### config.mk
export PLATFORM = sky130hd
export DESIGN_NAME = serial_tx
export DESIGN_NICKNAME = d
export VERILOG_FILES = /design/src/rtl/serial_tx.sv
export SDC_FILE = /design/constraint.sdc
export NUM_CORES = 1
export LEC_CHECK = 0
export ABC_CLOCK_PERIOD_IN_PS = 2100
export CAP_MARGIN = 10
export CORE_MARGIN = 8
export CORE_UTILIZATION = 49
export DETAILED_ROUTE_END_ITERATION = 10
export PLACE_DENSITY = 0.76
export SLEW_MARGIN = 20
export SYNTH_ARGS = -nofsm -noshare
export SYNTH_HDL_FRONTEND = slang
export SYNTH_SLANG_ARGS = --single-unit
### constraint.sdc
create_clock -name clk -period 2.1 [get_ports clk]
set_input_delay 0.42 -clock clk [delete_from_list [all_inputs] [get_ports clk]]
set_output_delay 0.42 -clock clk [all_outputs]
set_load 0.005 [all_outputs]
### src/rtl/serial_tx.sv
// Frame-based serial transmitter: start bit, DATA_W data bits LSB-first, stop bit,
// each held CLKS_PER_BIT clocks. Word accepted over a valid/ready handshake in IDLE.
module serial_tx #(
  parameter int DATA_W       = 8,
  parameter int CLKS_PER_BIT = 4
) (
  input  logic              clk,
  input  logic              clr_n,
  input  logic [DATA_W-1:0] data,
  input  logic              valid,
  output logic              ready,
  output logic              tx,
  output logic              busy,
  output logic              done
);

  localparam int TICK_W = $clog2(CLKS_PER_BIT);
  localparam int IDX_W  = (DATA_W > 1) ? $clog2(DATA_W) : 1;
  localparam logic [TICK_W-1:0] TICK_LAST = TICK_W'(CLKS_PER_BIT - 1);
  localparam logic [IDX_W-1:0]  IDX_LAST  = IDX_W'(DATA_W - 1);

  typedef enum logic [1:0] {
    IDLE  = 2'd0,
    START = 2'd1,
    DATA  = 2'd2,
    STOP  = 2'd3
  } state_t;

  state_t              state_q, state_d;
  logic [DATA_W-1:0]   shift_q, shift_d;
  logic [TICK_W-1:0]   tick_q,  tick_d;
  logic [IDX_W-1:0]    idx_q,   idx_d;
  logic                tx_q,    tx_d;
  logic                busy_q,  busy_d;
  logic                done_q,  done_d;
  logic                tick_last;

  assign tick_last = (tick_q == TICK_LAST);

  always_comb begin
    state_d = state_q;
    shift_d = shift_q;
    tick_d  = tick_q;
    idx_d   = idx_q;
    done_d  = 1'b0;

    case (state_q)
      IDLE: begin
        if (valid) begin
          shift_d = data;
          tick_d  = '0;
          idx_d   = '0;
          state_d = START;
        end
      end
      START: begin
        tick_d = tick_last ? '0 : tick_q + TICK_W'(1);
        if (tick_last) state_d = DATA;
      end
      DATA: begin
        tick_d = tick_last ? '0 : tick_q + TICK_W'(1);
        if (tick_last) begin
          shift_d = shift_q >> 1;
          idx_d   = idx_q + IDX_W'(1);
          if (idx_q == IDX_LAST) begin
            idx_d   = '0;
            state_d = STOP;
          end
        end
      end
      STOP: begin
        tick_d = tick_last ? '0 : tick_q + TICK_W'(1);
        if (tick_last) begin
          state_d = IDLE;
          done_d  = 1'b1;
        end
      end
      default: state_d = IDLE;
    endcase

    // Line level is derived from the next state so tx is a clean register output.
    case (state_d)
      START:   tx_d = 1'b0;
      DATA:    tx_d = shift_d[0];
      default: tx_d = 1'b1;
    endcase
    busy_d = (state_d != IDLE);
  end

  always_ff @(posedge clk or negedge clr_n) begin
    if (!clr_n) begin
      state_q <= IDLE;
      shift_q <= '0;
      tick_q  <= '0;
      idx_q   <= '0;
      tx_q    <= 1'b1;
      busy_q  <= 1'b0;
      done_q  <= 1'b0;
    end else begin
      state_q <= state_d;
      shift_q <= shift_d;
      tick_q  <= tick_d;
      idx_q   <= idx_d;
      tx_q    <= tx_d;
      busy_q  <= busy_d;
      done_q  <= done_d;
    end
  end

  assign ready = (state_q == IDLE);
  assign tx    = tx_q;
  assign busy  = busy_q;
  assign done  = done_q;

endmodule

Yosys cells after proc, flatten, opt, wreduce, memory -nomap -nowiden
Index checks and enable logic that the tools add are counted.

operators by class
  add/sub/neg operators = 2
  eq/ne operators = 9
  multiplexer cells = 19
  reduce and logical (&&, ||, !) cells = 5

operators by type and width
  kind                                                              count
  8-bit two-way mux                                                 2
  8-bit one-hot mux with 2 select lines                             1
  2-bit two-way mux                                                 7
  3-bit two-way mux                                                 3
  2-bit == test (second input constant)                             4
  2-bit one-hot mux with 4 select lines                             1
  3-bit one-hot mux with 2 select lines                             1
  2-bit by 1-bit == test with 1-bit output (second input constant)  2
  2-bit != test (second input constant)                             2
  2-bit one-hot mux with 2 select lines                             1
  2-bit nonzero test                                                2
  3-bit by 1-bit adder with 3-bit output (second input constant)    1
  3-bit == test (second input constant)                             1
  3-bit AND reduction                                               1
  3-bit OR reduction                                                1
  2-bit by 1-bit adder with 2-bit output (second input constant)    1
  2-bit zero test                                                   1
  1-bit two-way mux                                                 2
  1-bit one-hot mux with 2 select lines                             1

word-level totals
  register bits = 18
  bits of input ports = 11
  output and inout bits = 4
  logic and storage cells = 43

Longest topological paths before layout
Gate-level depths: netlist of run 1.

  depth in word-level cells = 6
  mapped depth = 6
  gate-level depth less buffers = 6

Worst setup path before layout of run 1
No wires, ideal clock.

  path kind = register to register
  start point = register idx_q[0]
  end point = register tx_q (netlist: tx)
  setup time = 0.084 ns
  data arrival time = 1.521 ns
  data required time = 2.016 ns
  slack = 0.495 ns
  cell stages (with the launch flop) = 7
  path buffers = 0
  clock period less this slack = 1.605 ns
  cells stage by stage = dfrtp_1 -> ha_1 -> ha_1 -> and3_1 -> o31ai_1 -> and2_1 -> a31oi_1

between the ends
  cells in the longest elaborated chain, start to end = 6
  elaborated cells between the ends (all ways) = 7
  classes of those cells = eq/ne: 3; mux: 4

ends and longest elaborated chain
  element                                                                    line  text
  start, declared                                                            32    logic [IDX_W-1:0] idx_q, idx_d;
  start signal, assigned                                                     103   idx_q <= idx_d;
  3-bit == test (*)                                                          65    if (idx_q == IDX_LAST) begin
  2-bit two-way mux (*)                                                      65
  2-bit two-way mux (*)                                                      62    if (tick_last) begin
  2-bit one-hot mux with 4 select lines (*)                                  47    case (state_q)
  2-bit == test or 2-bit by 1-bit == test with 1-bit output (tied branches)  82    case (state_d)
  1-bit one-hot mux with 2 select lines (*)                                  82
  named net tx_d                                                             33    logic tx_q, tx_d;
  end signal, assigned                                                       104   tx_q <= tx_d;
  end, declared                                                              33

Mark *: on every way through the listed nets, which the timed path passes. The rest lies on a longest branch.
A chain may end at the register's enable or synchronous reset.

Final worst setup path of run 1
  start point = register state_q[1]
  end point = output ready

between the ends
  cells in the longest elaborated chain, start to end = 1

ends and longest elaborated chain
  element                 line  text
  start, declared         29    state_t state_q, state_d;
  start signal, assigned  100   state_q <= state_d;
  2-bit zero test         110   assign ready = (state_q == IDLE);
  end, declared           11    output logic ready,

No other way between the ends.

==> results of run 1 <==
## layout make-up
cell class	count	area [sq um]
clock buffer	4	36.3
fill	123	533
inverter	9	33.8
multi-input combinational	43	302
sequential	18	452
tap	16	20.0
timing repair buffer	15	148
## what timing repair did
item / 4_1_cts / 5_1_grt
hold buffers: 0 / 0
gates resized for setup: 0 / 1
setup endpoints to repair: 0 / 1
## cell families after synthesis
kind of cell | synth area share (%)
compound gates | 16.7
buf+inv | 6.10
xor+xnor | 1.10
flops | 56.5
fa+ha+maj | 4.70
simple gates | 14.9
## sequential cells by signal, indices dropped and copies added (netlist names)
signal and flops:
done 1, idx_q 3, tx 1, shift_q 8, state_q 2, tick_q 2
busy 1
## placed cells by master, fill, tap and decap left out, drive strengths merged, types with 2 or more instances in the layout
| master | count |
|---|---|
| nand2 | 7 |
| ha | 3 |
| a222oi | 6 |
| inv | 9 |
| nand2b | 2 |
| o21ai | 2 |
| o31ai | 3 |
| clkbuf | 4 |
| nand3b | 2 |
| and2 | 3 |
| nor2 | 4 |
| dfrtp | 17 |
| clkdlybuf4s50 | 14 |
| and3 | 2 |
## per-layer routing
layer  routed length [um]  part of all wire [%]  vias up
met5                    0                     0        -
met4                    0                     0        0
met3                  106                   7.7        0
met2                  614                    44       20
met1                  661                    48      269
li1                     -                     -      288
## worst register-to-register path: stages, from the launching register on
cell and delay (ps):
dfrtp_1 410, ha_1 200, ha_1 210, and3_1 190, o31ai_1 430, and2_1 200
a31oi_1 80
## per-stage QoR
step / worst slack [ps] / util (%) / hold WS, ps
after floorplan: 495 / - / 124
after global placement: 150 / 62.5 / 463
after detailed placement: 88.8 / 62.5 / 472
after CTS: 69.5 / 64.9 / 439
after global routing: 25.5 / 65.0 / 453
final: 165 / 65.0 / 444
## power by group through the flow
| stage | combinational [mW] | sequential [mW] | clock [mW] |
|---|---|---|---|
| after floorplan | 0.337 | 0.585 | 0 |
| after global placement | 0.448 | 0.607 | 0 |
| after detailed placement | 0.466 | 0.608 | 0 |
| after CTS | 0.466 | 0.601 | 0.219 |
| after global routing | 0.533 | 0.626 | 0.236 |
| final | 0.458 | 0.606 | 0.206 |
## worst max-delay path by stage
stage,start,endpoint,slack (ps),cells past startpoint
after floorplan,idx_q[0]$_DFFE_PN0P_,tx$_DFF_PN1_,490,6
after global placement,valid,shift_q[6]$_DFFE_PN0P_,150,5
after detailed placement,valid,shift_q[6]$_DFFE_PN0P_,90,5
after CTS,state_q[1]$_DFF_PN0_,ready,70,2
after global routing,state_q[1]$_DFF_PN0_,ready,30,2
final,state_q[1]$_DFF_PN0_,ready,160,2
## cells in the mapped netlist (all sizes together) (2+ instances only)
cell and instances:
dfrtp 17, nor2 4, o31ai 3, and3 2
a222oi 6, nand2b 2, nand3b 2, ha 3
and2 3, nand2 7, inv 9, o21ai 2
==> summary.txt, run 1 <==
STA
  • Fin. Hold Viols: 0
  • Slew Viols, Final: 0
  • Fin crit period: 1940 ps
  • Highest clock rate: between 0.5 and 0.6 GHz
  • Least-Margin Pin Slew: a little over 500 ps
  • Setup TNS: 0 ps
  • Clock skew: 3.12 ps
  • RSZ-0062 raised after global routing: false
  • Rel. slew slack: around 65%
  • Final setup violating endpoints: 0
  • Tcrit/Tclk final: between 90% and 100%

Clock network
  • Total CTS buffers: 3
  • Clk sink count: 18
  • Total setup buffers inserted after CTS: 0
  • Clock Root Buffer: clkbuf_4
  • CTS tree: done
  • H-tree Lvls: 1
  • Clock tree buffer depth: 2
  • Reg clk slew, reported paths: ~100 ps
  • Clk_lat worst skew: between 200 and 300 ps

Pwr
  • Sequential power share: between 40% and 50%
  • VDD IR-drop max: approximately 0.57 mV
  • Sw Pwr: ~0.42 mW
  • Leakage Power: 0.475 nW
  • Internal power: between 0.8 and 0.9 mW
  • Gate power share: between 30% and 40%
  • Total power: 1.27 mW
  • Power Dens Cells: approximately 1300 nW/um^2
  • Switch share: 33.1%
  • Clock share of power: 16.2%

Worst setup path
  • FF-to-FF Start: idx_q[0]$_DFFE_PN0P_
  • Reg2Reg Setup Slack: a little over 300 ps
  • Worst Path Buf+Inv: 1
  • CP delay by family, top: buffers and inverters
  • Critical Path RT: approximately 1700 ps
  • CP Cell Sequence: nor2_2 > clkdlybuf4s50_1
  • RR Endpoint: tx$_DFF_PN1_
  • Setup crit start kind: flip-flop
  • Critical Path End Type: primary output
  • Crit path DAT: between 1500 and 2000 ps
  • Worst reg-to-reg path cell count: 6
  • Max stage delay on crit path: about 530 ps
  • Worst-path fanout max: 8
  • CP max stage cell: clkdlybuf4s50_1
  • WS Path Type: reg2out

Synth
  • Number of synthesized flops with an enable pin: 0
  • Cell count after synthesis: roughly 70
  • #FFs+latches synth: 18
  • Synth warn: 0
  • Syn Area/Cell: 11.1 sq um
  • Unique masters post-synth: 25
  • Top cells by area, synth: dfrtp_1 53%, a222oi_1 7.5%, ha_1 4.7%
  • Post-synth top area cell: dfrtp_1
  • Post-Syn Area: between 700 and 800 sq um
  • Post-synthesis sequential area ratio: about 56%
  • Syn_nets: 86
  • Dominant synthesized flop cell: dfrtp_1
  • Fraction of registers with async set/reset: 100%
  • Post-synth top area share: 53.2%

GRT
  • Met2 usage: approximately an eighth
  • Tot GR Track Use: 9.62%
  • Grt met3 use: between 5 and 6%
  • Most used routing layer: met2
  • Met1 GRT Util: about an eighth
  • Vias in the first global route: 575
  • First-pass GRT wire length: between 2000 and 3000 um
  • Antenna violations before repair: 0
  • Remaining Overflow, GRT: 0
  • Largest net degree at the start of global routing: 19

Drt
  • Post-route ant nets: 0
  • Iteration-0 DRC Markers: 21
  • DRC violations left: 0
  • Vias per inst: 5.50
  • Via count: between 500 and 600
  • Wire per inst: approximately 13 um
  • DR pass1 iterations: 4
  • Final WL: 1380 um

Die
  • IO Pins: 15
  • Starting Density: 52.5%
  • Height of the die: approximately 56 um
  • Placeable Area: about 1500 sq um
  • Row Count: 14
  • Die W: roughly 56 um
  • Die Area: around 3200 sq um

Job
  • Max-cap violations: 0

Placement
  • Placer Congestion: 0.757
  • Inst Count DP: slightly above 100
  • DP HPWL: 1040 um
  • Post-DP Area: around 950 sq um
  • Port Buffers: 14

Worst hold path
  • Hold Crit Class: in2async

Cells and area
  • Area Overhead vs Synth: 23.9%
  • Layout cells sized above 1: 10.1%
  • Final Non-Filler Cells: 105
  • Inserted Diodes: 0
  • Post-route cell area: slightly below 1000 sq um
  • Fin nets: ~100

Run status
  • Status: finished clean
No activity file was read; power rests on OpenSTA's default activity.
==> inputs of run 2 (changes only) <==
- ABC_AREA: default -> 1
- ABC_CLOCK_PERIOD_IN_PS: 2100 -> default
- CORE_UTILIZATION: 49 -> 50
- PLACE_DENSITY: 0.76 -> 0.75
==> summary.txt, run 2 <==
Run status
  • Status: finished clean

Drt
  • DRC violations left: 0 (unchanged)
  • Iteration-0 DRC Markers: 8 (-62%)
  • Via count: 718 (+24%)
  • Post-route ant nets: 0 (unchanged)
  • Final WL: 1790 um (+29%)
  • Vias per inst: 4.82 (-12%)
  • DR pass1 iterations: 4 (unchanged)
  • Wire per inst: 12.0 um (-8.9%)

Synth
  • Syn Area/Cell: 8.66 sq um (-22%)
  • Top cells by area, synth: dfrtp_1 46%, nand2_1 16%, a22oi_1 4.9%
  • Dominant cell by count in the synthesized netlist: nand2_1
  • Synth warn: 0 (unchanged)
  • Post-Syn Area: 927 sq um (+16%)
  • Post-synth top area cell: dfrtp_1
  • Syn_nets: 121 (+41%)
  • Post-synthesis sequential area ratio: 48.7% (-7.8 points)
  • Dominant synthesized flop cell: dfrtp_1
  • #FFs+latches synth: 18 (unchanged)
  • Cell count after synthesis: 107 (+49%)
  • Commonest cells in the netlist: 40 x nand2_1, 17 x dfrtp_1, 8 x inv_1
  • Number of synthesized flops with an enable pin: 0 (unchanged)
  • Post-synth top area share: 45.9% (-7.3 points)
  • Unique masters post-synth: 22 (-12%)
  • Fraction of registers with async set/reset: 100% (unchanged)

Die
  • Starting Density: 53.1% (+0.66 points)
  • Placeable Area: 1750 sq um (+15%)
  • IO Pins: 15 (unchanged)
  • Die W: 59.1 um (+4.7%)
  • Die Area: 3490 sq um (+9.7%)
  • Height of the die: 59.1 um (+4.7%)
  • Row Count: 15 (+1)

Worst setup path
  • Reg2Reg Setup Slack: 730 ps (+420 ps)
  • Setup crit start kind: flip-flop
  • Critical Path End Type: primary output
  • Setup crit start: state_q[0]$_DFF_PN0_
  • WS Path Type: reg2out
  • Worst reg-to-reg path cell count: 5 (-1)
  • Crit path DAT: 1630 ps (+110 ps)
  • Worst-path fanout max: 8 (unchanged)
  • FF-to-FF Start: tick_q[0]$_DFFE_PN0P_
  • RR Endpoint: shift_q[5]$_DFFE_PN0P_
  • Critical Path RT: 1680 ps (about the same)

Pwr
  • Power Dens Cells: 1260 nW/um^2 (-1.5%)
  • Clock share of power: 13.3% (-2.9 points)
  • Sw Pwr: 0.582 mW (+39%)
  • Internal power: 0.825 mW (-3.0%)
  • Sequential power share: 43.6% (-4.1 points)
  • Leakage Power: 0.573 nW (+21%)
  • Gate power share: 43.1% (+7.0 points)
  • Switch share: 41.4% (+8.3 points)
  • VDD IR-drop max: 0.769 mV (+35%)

GRT
  • First-pass GRT wire length: 3110 um (+22%)
  • Vias in the first global route: 733 (+27%)
  • Largest net degree at the start of global routing: 19 (unchanged)
  • Antenna violations before repair: 0 (unchanged)
  • Remaining Overflow, GRT: 0 (unchanged)
  • Tot GR Track Use: 11.8% (+2.2 points)

STA
  • Slew Viols, Final: 0 (unchanged)
  • Setup TNS: 0 ps (unchanged)
  • Highest clock rate: 0.489 GHz (-5.4%)
  • RSZ-0062 raised after global routing: false
  • Tcrit/Tclk final: 97.4% (+5.3 points)
  • Final setup violating endpoints: 0 (unchanged)
  • Least-Margin Pin Slew: 385 ps (-134 ps)
  • Clock skew: 3.86 ps (+0.736 ps)
  • Fin crit period: 2050 ps (+111 ps)
  • Rel. slew slack: 74.3% (+9.0 points)
  • Fin. Hold Viols: 0 (unchanged)

Clock network
  • Total setup buffers inserted after CTS: 0 (unchanged)
  • Clk_lat worst skew: 300 ps (+20 ps)
  • Reg clk slew, reported paths: 100 ps (about the same)
  • Clock tree buffer depth: 2 (unchanged)
  • Cts hold-fix bufs: 0 (unchanged)
  • Clock Root Buffer: clkbuf_4
  • Gates resized, CTS repair: 0 (unchanged)
  • Total CTS buffers: 3 (unchanged)
  • H-tree Lvls: 1 (unchanged)
  • CTS tree: done
  • Clk sink count: 18 (unchanged)

Cells and area
  • Layout cells sized above 1: 17.7% (+7.6 points)
  • Commonest cells after routing, fill and taps aside: 40 x nand2_1, 17 x dfrtp_1, 14 x clkdlybuf4s50_1
  • Fin nets: 139 (+34%)
  • Largest regs: shift_q: 8 flops, idx_q: 3 flops
  • Area Overhead vs Synth: 20.1%
  • Most common cell after layout, fill and taps aside: nand2_1
  • Inserted Diodes: 0 (unchanged)
  • Fin util: 63.8% (-1.2 points)
  • Max FFs per register: 8 (unchanged)
  • Largest Register: shift_q

Job
  • Max-cap violations: 0 (unchanged)

Placement
  • Placer Congestion: 0.808 (+6.8%)
  • Port Buffers: 14 (unchanged)
  • DP HPWL: 1390 um (+34%)

Worst hold path
  • Hold Crit Class: in2async
-- run 2: cell types whose count changed after synthesis, moves of 3 or more --
cell	before	now
a222oi_1	6	0
nand2_1	7	40
nand2_4	0	3
inv_2	0	3
nand2_2	0	3
a22oi_1	1	6
o31ai_1	3	0
nand3_1	0	5
-- run 2: worst max path at each step --
stage                     slack, ps            to
after floorplan                 880  tx$_DFF_PN1_
after global placement          410         ready
after detailed placement        380         ready
after CTS                        50         ready
after global routing              3         ready
final                            50         ready
-- run 2: kinds of logic after synthesis --
logic type	after synthesis	share of synthesized area, %
simple gates	61	31.7
flops	18	48.7
buf+inv	14	7.15
compound gates	11	8.37
fa+ha+maj	3	4.05
-- run 2: area by class of cell --
cell class	count	area, sq um
clock buffer	4	26.3
fill	161	632
inverter	12	47.5
multi-input combinational	75	409
sequential	18	452
tap	25	31.3
timing repair buffer	15	148
-- run 2: critical path, stage by stage, from the launching register on --
cell	delay (ps)
dfrtp_1	530
nor2_4	250
clkdlybuf4s50_1	540
-- run 2: layer usage --
| layer | routed length, um | part of all wire (%) | GRT usage [%] | vias to the layer above |
|---|---|---|---|---|
| met4 | 46 | 2.6 | 7.17 | 0 |
| met3 | 74 | 4.1 | 2.17 | 5 |
| met2 | 881 | 49 | 19.3 | 13 |
| li1 | - | - | - | 370 |
| met5 | 0 | 0 | 0 | - |
| met1 | 784 | 44 | 13.9 | 330 |
-- run 2: power groups by stage --
stage	clock, mW	sequential, mW	combinational, mW
2_1_floorplan	0	0.581	0.483
3_3_place_gp	0	0.614	0.588
3_5_place_dp	0	0.625	0.609
5_1_grt	0.199	0.631	0.707
6_report	0.187	0.614	0.606
4_1_cts	0.193	0.617	0.613
-- run 2: stage by stage --
| step | total power, mW | hold WS (ps) | cells | instance area [sq um] | setup WS (ps) |
|---|---|---|---|---|---|
| CTS | 1.42 | 438 | 149 | 1110 | 45.1 |
| detailed placement | 1.23 | 468 | 145 | 1090 | 380 |
| global placement | 1.20 | 459 | 145 | 1090 | 406 |
| floorplan | 1.06 | 124 | 107 | 927 | 881 |
| global route | 1.54 | 461 | 149 | 1110 | 2.90 |
| finish | 1.41 | 435 | 149 | 1110 | 54.2 |
